### src/rtl/adder_arbiter_pkg.sv
// Shared types and round-robin helper for the adder arbiter.
// Used by the RTL and by the testbench.
package arb_pkg;

   typedef logic [0:0] state_t;

   localparam state_t EMPTY = 1'b0;
   localparam state_t FULL  = 1'b1;

   localparam int MAXREQ = 32;

   // One-hot grant: first set bit of valid, searching from last+1.
   function automatic logic [MAXREQ-1:0] rr_next(
      input int                n,
      input int                last,
      input logic [MAXREQ-1:0] valid
   );
      logic [MAXREQ-1:0] g;
      logic              found;
      logic [4:0]        ix;
      g     = '0;
      found = 1'b0;
      for (int k = 1; k <= MAXREQ; k++) begin
         if (k <= n) begin
            ix = 5'((last + k) % n);
            if (!found && valid[ix]) begin
               g[ix] = 1'b1;
               found = 1'b1;
            end
         end
      end
      return g;
   endfunction

endpackage

### src/rtl/adder_arbiter_if.sv
// Requester and response bundle of the adder arbiter.
// slave = arbiter side, master = client side.
interface adder_arbiter_if #(
   parameter int N    = 16,
   parameter int NREQ = 4
);
   localparam int IDW = $clog2(NREQ);

   logic [NREQ-1:0]   req_valid;
   logic [NREQ*N-1:0] req_a;
   logic [NREQ*N-1:0] req_b;
   logic [NREQ-1:0]   req_ready;
   logic              rsp_valid;
   logic              rsp_ready;
   logic [IDW-1:0]    rsp_id;
   logic [N-1:0]      rsp_sum;
   logic              rsp_carry;

   modport slave (
      input  req_valid, req_a, req_b, rsp_ready,
      output req_ready, rsp_valid, rsp_id, rsp_sum, rsp_carry
   );

   modport master (
      output req_valid, req_a, req_b, rsp_ready,
      input  req_ready, rsp_valid, rsp_id, rsp_sum, rsp_carry
   );

endinterface

### src/rtl/adder.sv
// Shared combinational adder, no carry port.
module adder #(
   parameter int N = 16
) (
   input  logic [N-1:0] A,
   input  logic [N-1:0] B,
   output logic [N-1:0] Y
);
   assign Y = A + B;
endmodule

### src/rtl/adder_arbiter_rr_grant.sv
// Combinational round-robin grant: one-hot plus binary index.
module rr_grant
   import arb_pkg::*;
#(
   parameter  int NREQ = 4,
   localparam int IDW  = $clog2(NREQ)
) (
   input  logic [NREQ-1:0] i_valid,
   input  logic [IDW-1:0]  i_last,
   output logic [NREQ-1:0] o_grant,
   output logic [IDW-1:0]  o_idx
);
   logic [MAXREQ-1:0] w_full;

   assign w_full  = rr_next(NREQ, int'(i_last), MAXREQ'(i_valid));
   assign o_grant = w_full[NREQ-1:0];

   always_comb begin
      o_idx = '0;
      for (int i = 0; i < NREQ; i++) begin
         if (o_grant[i]) o_idx = o_idx | IDW'(i);
      end
   end
endmodule

### src/rtl/adder_arbiter.sv
// Round-robin sharing of one adder among NREQ requesters,
// one registered, id-tagged result per accepted request.
module adder_arbiter
   import arb_pkg::*;
#(
   parameter int N    = 16,
   parameter int NREQ = 4
) (
   input  logic            clk,
   input  logic            reset,
   adder_arbiter_if.slave  bus
);
   localparam int IDW = $clog2(NREQ);

   state_t          r_state;
   logic [IDW-1:0]  r_last;
   logic [IDW-1:0]  r_id;
   logic [N-1:0]    r_sum;
   logic            r_carry;

   logic [NREQ-1:0] w_grant;
   logic [IDW-1:0]  w_idx;
   logic            w_can_accept;
   logic            w_accept;
   logic            w_drain;
   logic [N-1:0]    w_a;
   logic [N-1:0]    w_b;
   logic [N-1:0]    w_y;

   rr_grant #(.NREQ(NREQ)) u_grant (
      .i_valid (bus.req_valid),
      .i_last  (r_last),
      .o_grant (w_grant),
      .o_idx   (w_idx)
   );

   assign w_drain      = (r_state == FULL) & bus.rsp_ready;
   assign w_can_accept = (r_state == EMPTY) | w_drain;

   assign bus.req_ready = (w_can_accept && !reset) ? w_grant : '0;
   assign w_accept      = |(bus.req_valid & bus.req_ready);

   assign w_a = bus.req_a[w_idx*N +: N];
   assign w_b = bus.req_b[w_idx*N +: N];

   adder #(.N(N)) u_adder (
      .A (w_a),
      .B (w_b),
      .Y (w_y)
   );

   always_ff @(posedge clk or posedge reset) begin
      if (reset) begin
         r_state <= EMPTY;
         r_last  <= IDW'(NREQ - 1);
         r_id    <= '0;
         r_sum   <= '0;
         r_carry <= 1'b0;
      end else if (w_accept) begin
         r_state <= FULL;
         r_last  <= w_idx;
         r_id    <= w_idx;
         r_sum   <= w_y;
         // wrap-around detect: carry out iff the sum fell below A
         r_carry <= (w_y < w_a);
      end else if (w_drain) begin
         r_state <= EMPTY;
      end
   end

   assign bus.rsp_valid = (r_state == FULL);
   assign bus.rsp_id    = r_id;
   assign bus.rsp_sum   = r_sum;
   assign bus.rsp_carry = r_carry;
endmodule

### src/flat_wrapper.sv
// flat-port wrapper written by rule: the top's interface ports become plain ports
module adder_arbiter_flat import arb_pkg::*;
#(
   parameter int N    = 16,
   parameter int NREQ = 4
)
  (clk, reset, bus_req_valid, bus_req_a, bus_req_b, bus_rsp_ready, bus_req_ready, bus_rsp_valid, bus_rsp_id, bus_rsp_sum, bus_rsp_carry);
  adder_arbiter_if #(.N(N), .NREQ(NREQ)) bus_i ();
  input  logic clk;
  input  logic reset;
  input wire logic [$bits(bus_i.req_valid)-1:0] bus_req_valid;
  input wire logic [$bits(bus_i.req_a)-1:0] bus_req_a;
  input wire logic [$bits(bus_i.req_b)-1:0] bus_req_b;
  input wire logic [$bits(bus_i.rsp_ready)-1:0] bus_rsp_ready;
  output wire logic [$bits(bus_i.req_ready)-1:0] bus_req_ready;
  output wire logic [$bits(bus_i.rsp_valid)-1:0] bus_rsp_valid;
  output wire logic [$bits(bus_i.rsp_id)-1:0] bus_rsp_id;
  output wire logic [$bits(bus_i.rsp_sum)-1:0] bus_rsp_sum;
  output wire logic [$bits(bus_i.rsp_carry)-1:0] bus_rsp_carry;
  assign bus_i.req_valid = bus_req_valid;
  assign bus_i.req_a = bus_req_a;
  assign bus_i.req_b = bus_req_b;
  assign bus_i.rsp_ready = bus_rsp_ready;
  assign bus_req_ready = bus_i.req_ready;
  assign bus_rsp_valid = bus_i.rsp_valid;
  assign bus_rsp_id = bus_i.rsp_id;
  assign bus_rsp_sum = bus_i.rsp_sum;
  assign bus_rsp_carry = bus_i.rsp_carry;
  adder_arbiter #(.N(N), .NREQ(NREQ)) u_core (.clk(clk), .reset(reset), .bus(bus_i));
endmodule
### config.mk
export PLATFORM = sky130hd
export DESIGN_NAME = adder_arbiter_flat
export DESIGN_NICKNAME = d
export VERILOG_FILES = /design/src/rtl/adder_arbiter_pkg.sv /design/src/rtl/adder_arbiter_if.sv /design/src/rtl/adder.sv /design/src/rtl/adder_arbiter_rr_grant.sv /design/src/rtl/adder_arbiter.sv /design/src/flat_wrapper.sv
export SDC_FILE = /design/constraint.sdc
export NUM_CORES = 1
export LEC_CHECK = 0
export CAP_MARGIN = 25
export CORE_UTILIZATION = 38
export CTS_CLUSTER_DIAMETER = 40
export DETAILED_ROUTE_END_ITERATION = 6
export GPL_ROUTABILITY_DRIVEN = 1
export PLACE_DENSITY_LB_ADDON = 0.3
export SLEW_MARGIN = 20
export SYNTH_ARGS = -nofsm -noshare
export SYNTH_HDL_FRONTEND = slang
export SYNTH_HIERARCHICAL = 1
export SYNTH_SLANG_ARGS = --single-unit
### constraint.sdc
create_clock -name clk -period 17.8 [get_ports clk]
set_input_delay 1.78 -clock clk [delete_from_list [all_inputs] [get_ports clk]]
set_output_delay 1.78 -clock clk [all_outputs]
set_load 0.01 [all_outputs]
## Word-level counts from Yosys, hierarchy flattened

Cells that the tools add are included.

| word-level totals | value |
|---|---|
| register bits after elaboration | 22 |
| input port bits | 135 |
| output and inout bits | 24 |
| word-level logic and storage cells | 79 |

| operators by class | value |
|---|---|
| add/sub/neg operators | 5 |
| magnitude comparators | 9 |
| shift operators | 2 |
| multiplexer cells | 29 |
| bitwise operators | 11 |
| reductions and logical operators | 18 |

Operators with widths:

| cell | count |
|---|---|
| indexed part select 64 x 7 -> 16 bit | 2 |
| < comparator 5 x 6 -> 1 bit (second input constant) | 4 |
| greater-or-equal comparator 5 x 1 -> 1 bit (second input constant) | 4 |
| 2-to-1 mux 4 bit | 5 |
| adder 16 bit | 1 |
| < comparator 16 bit | 1 |
| 2-to-1 mux 1 bit | 14 |
| binary-select mux 1 bit (select 3 bit) | 4 |
| demux 1 bit (select 3 bit) | 4 |
| OR 4 bit | 3 |
| logical AND 1 bit | 8 |
| OR reduction 2 bit | 4 |
| adder 2 x 1 -> 2 bit (second input constant) | 2 |
| adder 2 bit (second input constant) | 2 |
| AND 1 bit (first input constant) | 4 |
| AND 4 bit | 1 |
| logical NOT 1 bit | 4 |
| 2-to-1 mux 2 bit | 2 |
| OR reduction 4 bit | 1 |
| nonzero test 2 bit | 1 |
| AND 1 bit | 1 |
| NOT 1 bit | 1 |
| OR 1 bit | 1 |

## Longest topological paths before layout

| depth | value |
|---|---|
| depth in word-level cells | 21 |
| depth in mapped cells | 21 |
| depth with buffers taken out | 20 |

## Modules after synthesis

Netlist, hierarchy kept.

Modules (own cells, without submodules):

| module | times used | cells each | area an instance (um2) | sequential area each (um2) |
|---|---|---|---|---|
| adder_arbiter | 1 | 153 | 2018.2 | 553.0 |
| adder | 1 | 107 | 837.1 | 0.0 |
| rr_grant | 1 | 35 | 342.8 | 0.0 |

## Worst setup path before layout

Ideal clock, no wire load.

| timing | value |
|---|---|
| kind | input to register |
| from | in bus_req_valid[0] |
| to | reg u_core.r_carry, in the netlist u_core/bus.rsp_carry |
| setup time | 110 ps |
| arrival time | 6427 ps |
| data required time | 17690 ps |
| setup slack | 11263 ps |
| stages | 18 |
| buffers on the path | 2 |
| path through | mux4_2 > nand3b_1 > a221o_1 > o21ai_1 > buf_2 > buf_2 > mux4_2 > ha_1 > fa_1 > a21oi_2 > o221ai_2 > a31oi_4 > or4b_1 > o311ai_1 > ha_1 > o21ai_0 > o21bai_1 > o41ai_1 |

| on the way | value |
|---|---|
| longest elaborated chain between the ends | 18 |
| elaborated cells between the ends (all ways) | 34 |
| those cells by class | 1 x add/sub; 1 x order compare; 2 x shift; 19 x mux; 4 x bitwise; 7 x reduce/logical |

Ends and longest elaborated chain:

| item | RTL line | text |
|---|---|---|
| start: declaration | flat_wrapper.sv:11 | `input wire logic [$bits(bus_i.req_valid)-1:0] bus_req_valid;` |
| binary-select mux 1 bit (select 3 bit) | adder_arbiter_pkg.sv:26 | `if (!found && valid[ix]) begin` |
| 2-to-1 mux 1 bit (not written as such) | adder_arbiter_pkg.sv:26 |  |
| 2-to-1 mux 1 bit | adder_arbiter_pkg.sv:26 |  |
| logical NOT 1 bit | adder_arbiter_pkg.sv:26 |  |
| logical AND 1 bit | adder_arbiter_pkg.sv:26 |  |
| 2-to-1 mux 1 bit | adder_arbiter_pkg.sv:26 |  |
| logical NOT 1 bit | adder_arbiter_pkg.sv:26 |  |
| logical AND 1 bit | adder_arbiter_pkg.sv:26 |  |
| (+5 left out) | -- |  |
| 2-to-1 mux 2 bit | adder_arbiter_rr_grant.sv:21 | `if (o_grant[i]) o_idx = o_idx \| IDW'(i);` |
| 2-to-1 mux 2 bit * | adder_arbiter_rr_grant.sv:21 |  |
| via u_core.w_idx[0] | adder_arbiter.sv:22 | `logic [IDW-1:0] w_idx;` |
| indexed part select 64 x 7 -> 16 bit * | adder_arbiter.sv:44 | `assign w_b = bus.req_b[w_idx*N +: N];` |
| via u_core.w_b[0] | adder_arbiter.sv:27 | `logic [N-1:0] w_b;` |
| adder 16 bit * | adder.sv:9 | `assign Y = A + B;` |
| via u_core.w_y[14] | adder_arbiter.sv:28 | `logic [N-1:0] w_y;` |
| < comparator 16 bit * | adder_arbiter.sv:65 | `r_carry <= (w_y < w_a);` |
| end signal: assignment | adder_arbiter.sv:65 |  |
| end: declaration | adder_arbiter.sv:19 | `logic r_carry;` |

Mark *: on every way through the listed nets, which the timed path passes. The rest lies on a longest branch. The select of a mux whose other input is x is not followed.
A chain may end at the register's enable or synchronous reset.

## Worst setup path after layout

Same ends and word-level chain as after synthesis.

==> flow_metrics.py <==
metrics = {
    "setup_path": {
        "critPathLaunchType": "input port",
        "max_stage_delay_ps": 590,
        "critPathMaxFanout": 36,
        "end_kind": "flop",
        "critical_path.top_delay_family": "compound AO/OA/AOI/OAI gates",
        "worstSetupPathType": "in2reg",
        "crit_slowest_cell": "mux4_2",
        "crit_arrival_ps": 7350,
        "crit_required_ps": 17960,
        "crit_path_cell_trace": "clkdlybuf4s50_1 -> mux4_2 -> nand3b_1 -> a221o_1 -> o21ai_4 -> buf_4 -> mux4_2 -> ha_1 -> fa_1 -> a21oi_2 -> o221ai_2 -> a31oi_4 -> or4b_1 -> o311ai_1 -> ha_1 -> o21ai_0 -> o21bai_1 -> o41ai_1",
        "crit_buf_inv": 2,
    },
    "synth": {
        "yosysTopAreaCell": "mux4_2",
        "synth_top_family_by_area": "multiplexers",
        "synth-async-reset-ratio": 1.00,
        "synthSimpleGateAreaFrac": 0.112,
        "netlist_area_um2": 3200,
        "synth.top_cells.by_area": "mux4_2 (24%), dfrtp_1 (16%), ha_1 (15%)",
        "synth-seq-area-share": 0.173,
        "ys_warn_count": 6,
        "synthCells": 295,
        "synth_most_common_cell": "ha_1",
        "synthAdderAreaFrac": 0.155,
        "synth_edf_count": 0,
        "synth_compound_area_frac": 0.144,
        "synth-seq-cells": 22,
        "netlist.area_leader.share": 0.239,
        "syn_nets": 469,
        "ys_top_cells_by_count": "ha_1 (38), mux4_2 (34), inv_1 (27)",
        "ys_types": 60,
        "syn_avg_cell_area_um2": 10.8,
        "ys.flop_type": "dfrtp_1",
        "synth_xor_area_frac": 0.0329,
        "synthMuxAreaShare": 0.327,
    },
    "placement": {
        "dp_hpwl_um": 7740,
        "gp_congestion": 0.864,
        "port_buffers": 158,
    },
    "clock_tree": {
        "path_clk_slew_ps": 70,
        "cts_buffer_depth": 2,
        "cts_inserted_buffers": 3,
        "root_buffer": "clkbuf_8",
        "ctsHoldBuffers": 0,
        "ctsResizeCount": 0,
        "cts_setup_buffers": 0,
        "clock-sinks": 22,
        "cts_tree": "yes",
        "cts-htree-levels": 1,
        "clock_latency_ps": 260,
    },
    "sta": {
        "worst_slew_margin_rel": 0.543,
        "rsz0062_at_grt": "false",
        "tightest_slew_ps": 686,
        "min_period_ps": 7190,
        "max_freq_ghz": 0.139,
        "slew_violations": 0,
        "setup_viol": 0,
        "finClkSkew_ps": 3.09,
        "tns_ps": 0,
        "finalHoldViolations": 0,
        "layout_worst_path_cycle_share": 0.404,
    },
    "drt": {
        "detail-route-antenna-nets": 0,
        "via_per_inst": 5.57,
        "firstDrtPassIters": 4,
        "wl_per_cell_um": 16.9,
        "drc": 0,
        "drt_iter0_drc": 123,
        "vias": 3070,
        "wl_um": 9320,
    },
    "global_route": {
        "grt_pass1_wl_um": 15300,
        "grt_max_degree": 37,
        "grt_overflow": 0,
        "grt_pass1_vias": 3303,
        "grt.total_usage": 0.220,
        "antenna_found_initial": 0,
    },
    "layout": {
        "nNetsFinal": 621,
        "nFillCells": 691,
        "n_antenna_cell": 0,
        "final_layout_size_suffix_gt1_frac": 0.175,
        "syn2layout_area_growth_pct": 54.5,
    },
    "floorplanning": {
        "num_rows": 33,
        "start_util": 0.391,
        "die_h_um": 93.7,
        "die-width_um": 93.7,
        "ios": 159,
        "core-area_um2": 8180,
        "die_area_um2": 8790,
    },
    "hold_path": {
        "holdCritPathClass": "reg2reg",
    },
    "job": {
        "maxCapViolCount": 0,
    },
    "run_status": {
        "status": "finished clean",
    },
}
## worst register-to-register path: stages, from the launching register on
cell and delay [ps]:
dfstp_2 660, inv_1 140, ha_1 370, mux4_2 600, nand3b_1 200, a221o_1 400
o21ai_4 80, buf_4 540, mux4_2 590, ha_1 240, fa_1 420, a21oi_2 200
o221ai_2 190, a31oi_4 230, or4b_1 450, o311ai_1 130, ha_1 310, o21ai_0 150
o21bai_1 80, o41ai_1 290
## per-layer routing
metal / global-route usage / vias to the layer above / routed length (um)
met5: 0 / - / 0
met4: 0.0423 / 0 / 110
met3: 0.0429 / 15 / 677
met2: 0.429 / 123 / 4900
met1: 0.244 / 1459 / 3630
li1: - / 1473 / -
## placed cells by master (no fill, tap or decap), types with 3 or more instances in the layout
cell type and instances:
clkdlybuf4s50_1 158, ha_1 38, mux4_2 34, inv_1 27, mux2_2 20, dfrtp_1 20, a21oi_1 10, nand2_1 9
nor3_1 8, nor2_1 8, o21ai_0 7, xor2_1 7, and3_1 6, nand3_1 6, nand4_1 5, a211oi_1 5
xnor2_1 5, clkbuf_8 4, nand2b_1 4, mux2i_1 3, a21o_1 3, a221oi_1 3, nor2b_1 3, o22ai_1 3
## stage by stage
step	utilization	instance area, um2	hold slack [ps]	setup WS, ps	instances
final	0.604	4940	511	10610	551
after global routing	0.604	4940	523	10180	551
after CTS	0.603	4930	519	10580	550
after detailed placement	0.596	4870	496	10330	546
after global placement	0.596	4870	482	10460	546
after floorplan	-	3200	511	11260	295
## logic make-up after synthesis
family / Yosys count
and+or+nand+nor: 64
DFF: 22
buffers and inverters: 41
AOI/OAI and AO/OA: 59
muxes: 58
xor gates and xnor gates: 12
adders and majority gates: 39
## sequential cells by signal, indices dropped and copies added, names as in the netlist
register / flops
u_core/bus.rsp_carry: 1
u_core/bus.rsp_id: 2
u_core/bus.rsp_sum: 16
u_core/bus.rsp_valid: 1
u_core/r_last: 2
## path summary, 6_finish.rpt
path                                                    startpoint                                  to  slack, ps  depth (start not counted)
max in group asynchronous                                    reset        u_core/r_last[0]$_DFFE_PP1P_      15580                          3
worst max register to register        u_core/r_last[0]$_DFFE_PP1P_    u_core/bus.rsp_carry$_DFFE_PP0P_      11430                         19
min in group asynchronous                                    reset  u_core/bus.rsp_sum[15]$_DFFE_PP0P_       1740                          2
worst min register to register  u_core/bus.rsp_sum[10]$_DFFE_PP0P_  u_core/bus.rsp_sum[10]$_DFFE_PP0P_        510                          1
worst max-delay path                              bus_req_valid[0]    u_core/bus.rsp_carry$_DFFE_PP0P_      10610                         18
worst min-delay path            u_core/bus.rsp_sum[10]$_DFFE_PP0P_  u_core/bus.rsp_sum[10]$_DFFE_PP0P_        510                          1
## final cells by class
class / instances / area, um2 / area share
Timing Repair Buffer: 161 / 1610 / 0.326
Clock buffer: 4 / 55.1 / 0.0111
Multi-Input combinational cell: 232 / 2490 / 0.504
Sequential cell: 22 / 553 / 0.112
Inverter: 27 / 101 / 0.0205
Tap cell: 105 / 131 / 0.0266
Power is not shown: default switching activity piles up to over one toggle a cycle in this logic, so the estimate is an artifact.
==> patch, RTL diff (config.mk and constraints unchanged) <==
Make the reset (`reset`) synchronous in one clocked block.
--- a/src/rtl/adder_arbiter.sv
+++ b/src/rtl/adder_arbiter.sv
@@ -49,7 +49,7 @@
       .Y (w_y)
    );
 
-   always_ff @(posedge clk or posedge reset) begin
+   always_ff @(posedge clk) begin
       if (reset) begin
          r_state <= EMPTY;
          r_last  <= IDW'(NREQ - 1);
Check against the original RTL: differs if reset is asserted again (counterexample within 4 cycles, from zero or initial values and one cycle with reset high); with reset held inactive, the same outputs for 4 cycles.
==> patch against the unedited design <==
  * The run now ends with design-rule violations left
  * Cell area is 0.33% lower
  * Register-to-register slack worse by 160 ps
  * Routed wire length is 3.1% higher
  * Cell count is 3.3% higher
  * Synthesized area is 0.27% higher
  * Worst setup slack worse by 190 ps
  * Sequential cell count stayed put
  * Die area is 0.27% higher
  * Non-clock buffer count is 1 higher
  * Critical path type unchanged
  * Critical endpoint is now u_core/bus.rsp_carry$_SDFFE_PP0P_
  * Highest routed layer unchanged
Power is left out: the tool's default activity adds up to more than one toggle a clock period on the data nets, which glitch-free logic cannot reach.
==> patch: results (changes against the unedited design) <==
[run_status]
status = complete, but fails checks
violations = design-rule violations

[placed_design]
pre_cts_slack_ps = 10160  ; -168 ps
dpl.hpwl_um = 8070  ; +4.2%
place.gp.congestion = 0.866  ; +0.28%
placed_cell_area_um2 = 4840  ; -0.59%
dp_cells = 564  ; +3.3%

[cells_and_area]
design.seq.count = 22  ; unchanged
inv_count = 26  ; -3.7%
buffers = 162  ; +0.62%
multi_input_cells = 250  ; +7.8%
clkCellAreaFrac = 0.0112  ; +0.0000368
area_growth_pct = 53.6
nFillCells = 693  ; +0.29%
multiInputGateArea_um2 = 2570  ; +3.2%

[synthesis]
ys_seq_area_frac = 0.137  ; -0.0356
synth.avg_cell_area_um2 = 10.2  ; -6.1%
ys_dominant_reg_cell = dfxtp_1
ys_top_cells_by_area = mux4_2 24%, ha_1 15%, dfxtp_1 14%
ys_types = 65  ; +8.3%
synth_nets = 489  ; +4.3%

[global_routing]
use_met2 = 0.387  ; -0.0420
grt_pass1_wl_um = 15000  ; -2.3%
grt_pass1_vias = 3149  ; -4.7%
globalRouteTotalUtil = 0.216  ; -0.00388

[min_path]
min_to = u_core/bus.rsp_sum[11]$_SDFFE_PP0P_
min_from = u_core/bus.rsp_sum[11]$_SDFFE_PP0P_
hold-path-cell-count = 2  ; +1

[setup_path]
r2r_cells = 20  ; +1
r2r_start = u_core/r_last[0]$_SDFFE_PP1P_
reg2reg_slack_ps = 11270  ; -160 ps

[drt]
drt_iter0_markers = 97  ; -21%
vias = 3205  ; +4.4%
firstDrtPassIters = 6  ; +2
drcViolationCount = 2  ; +2
viasPerCell = 5.63  ; +1.1%

[timing]
relSlewSlack = 0.572  ; +0.0295
whs_ps = 502  ; -8.88 ps

## patch: cell count changes after synthesis, moves of 3 or more
| cell | unedited run | this run |
|---|---|---|
| a211o_1 | 0 | 3 |
| a211oi_1 | 5 | 2 |
| and3_1 | 6 | 3 |
| buf_6 | 2 | 6 |
| dfrtp_1 | 20 | 0 |
| dfxtp_1 | 0 | 22 |
| inv_1 | 27 | 17 |
| inv_2 | 0 | 9 |
| mux2_2 | 20 | 0 |
| mux2i_1 | 3 | 21 |
| nand3_1 | 6 | 3 |
| nor2_1 | 8 | 28 |
| nor2b_1 | 3 | 6 |
## patch: logic make-up (layout without fill, tap and decap cells)
kind of cell,after synthesis,count (layout),synth area share
muxes,56,56,0.313
xor gates and xnor gates,12,12,0.0328
buffers and inverters,43,192,0.0687
adders and majority gates,39,39,0.155
and+or+nand+nor,80,80,0.133
AOI/OAI and AO/OA,63,63,0.162
DFF,22,22,0.137
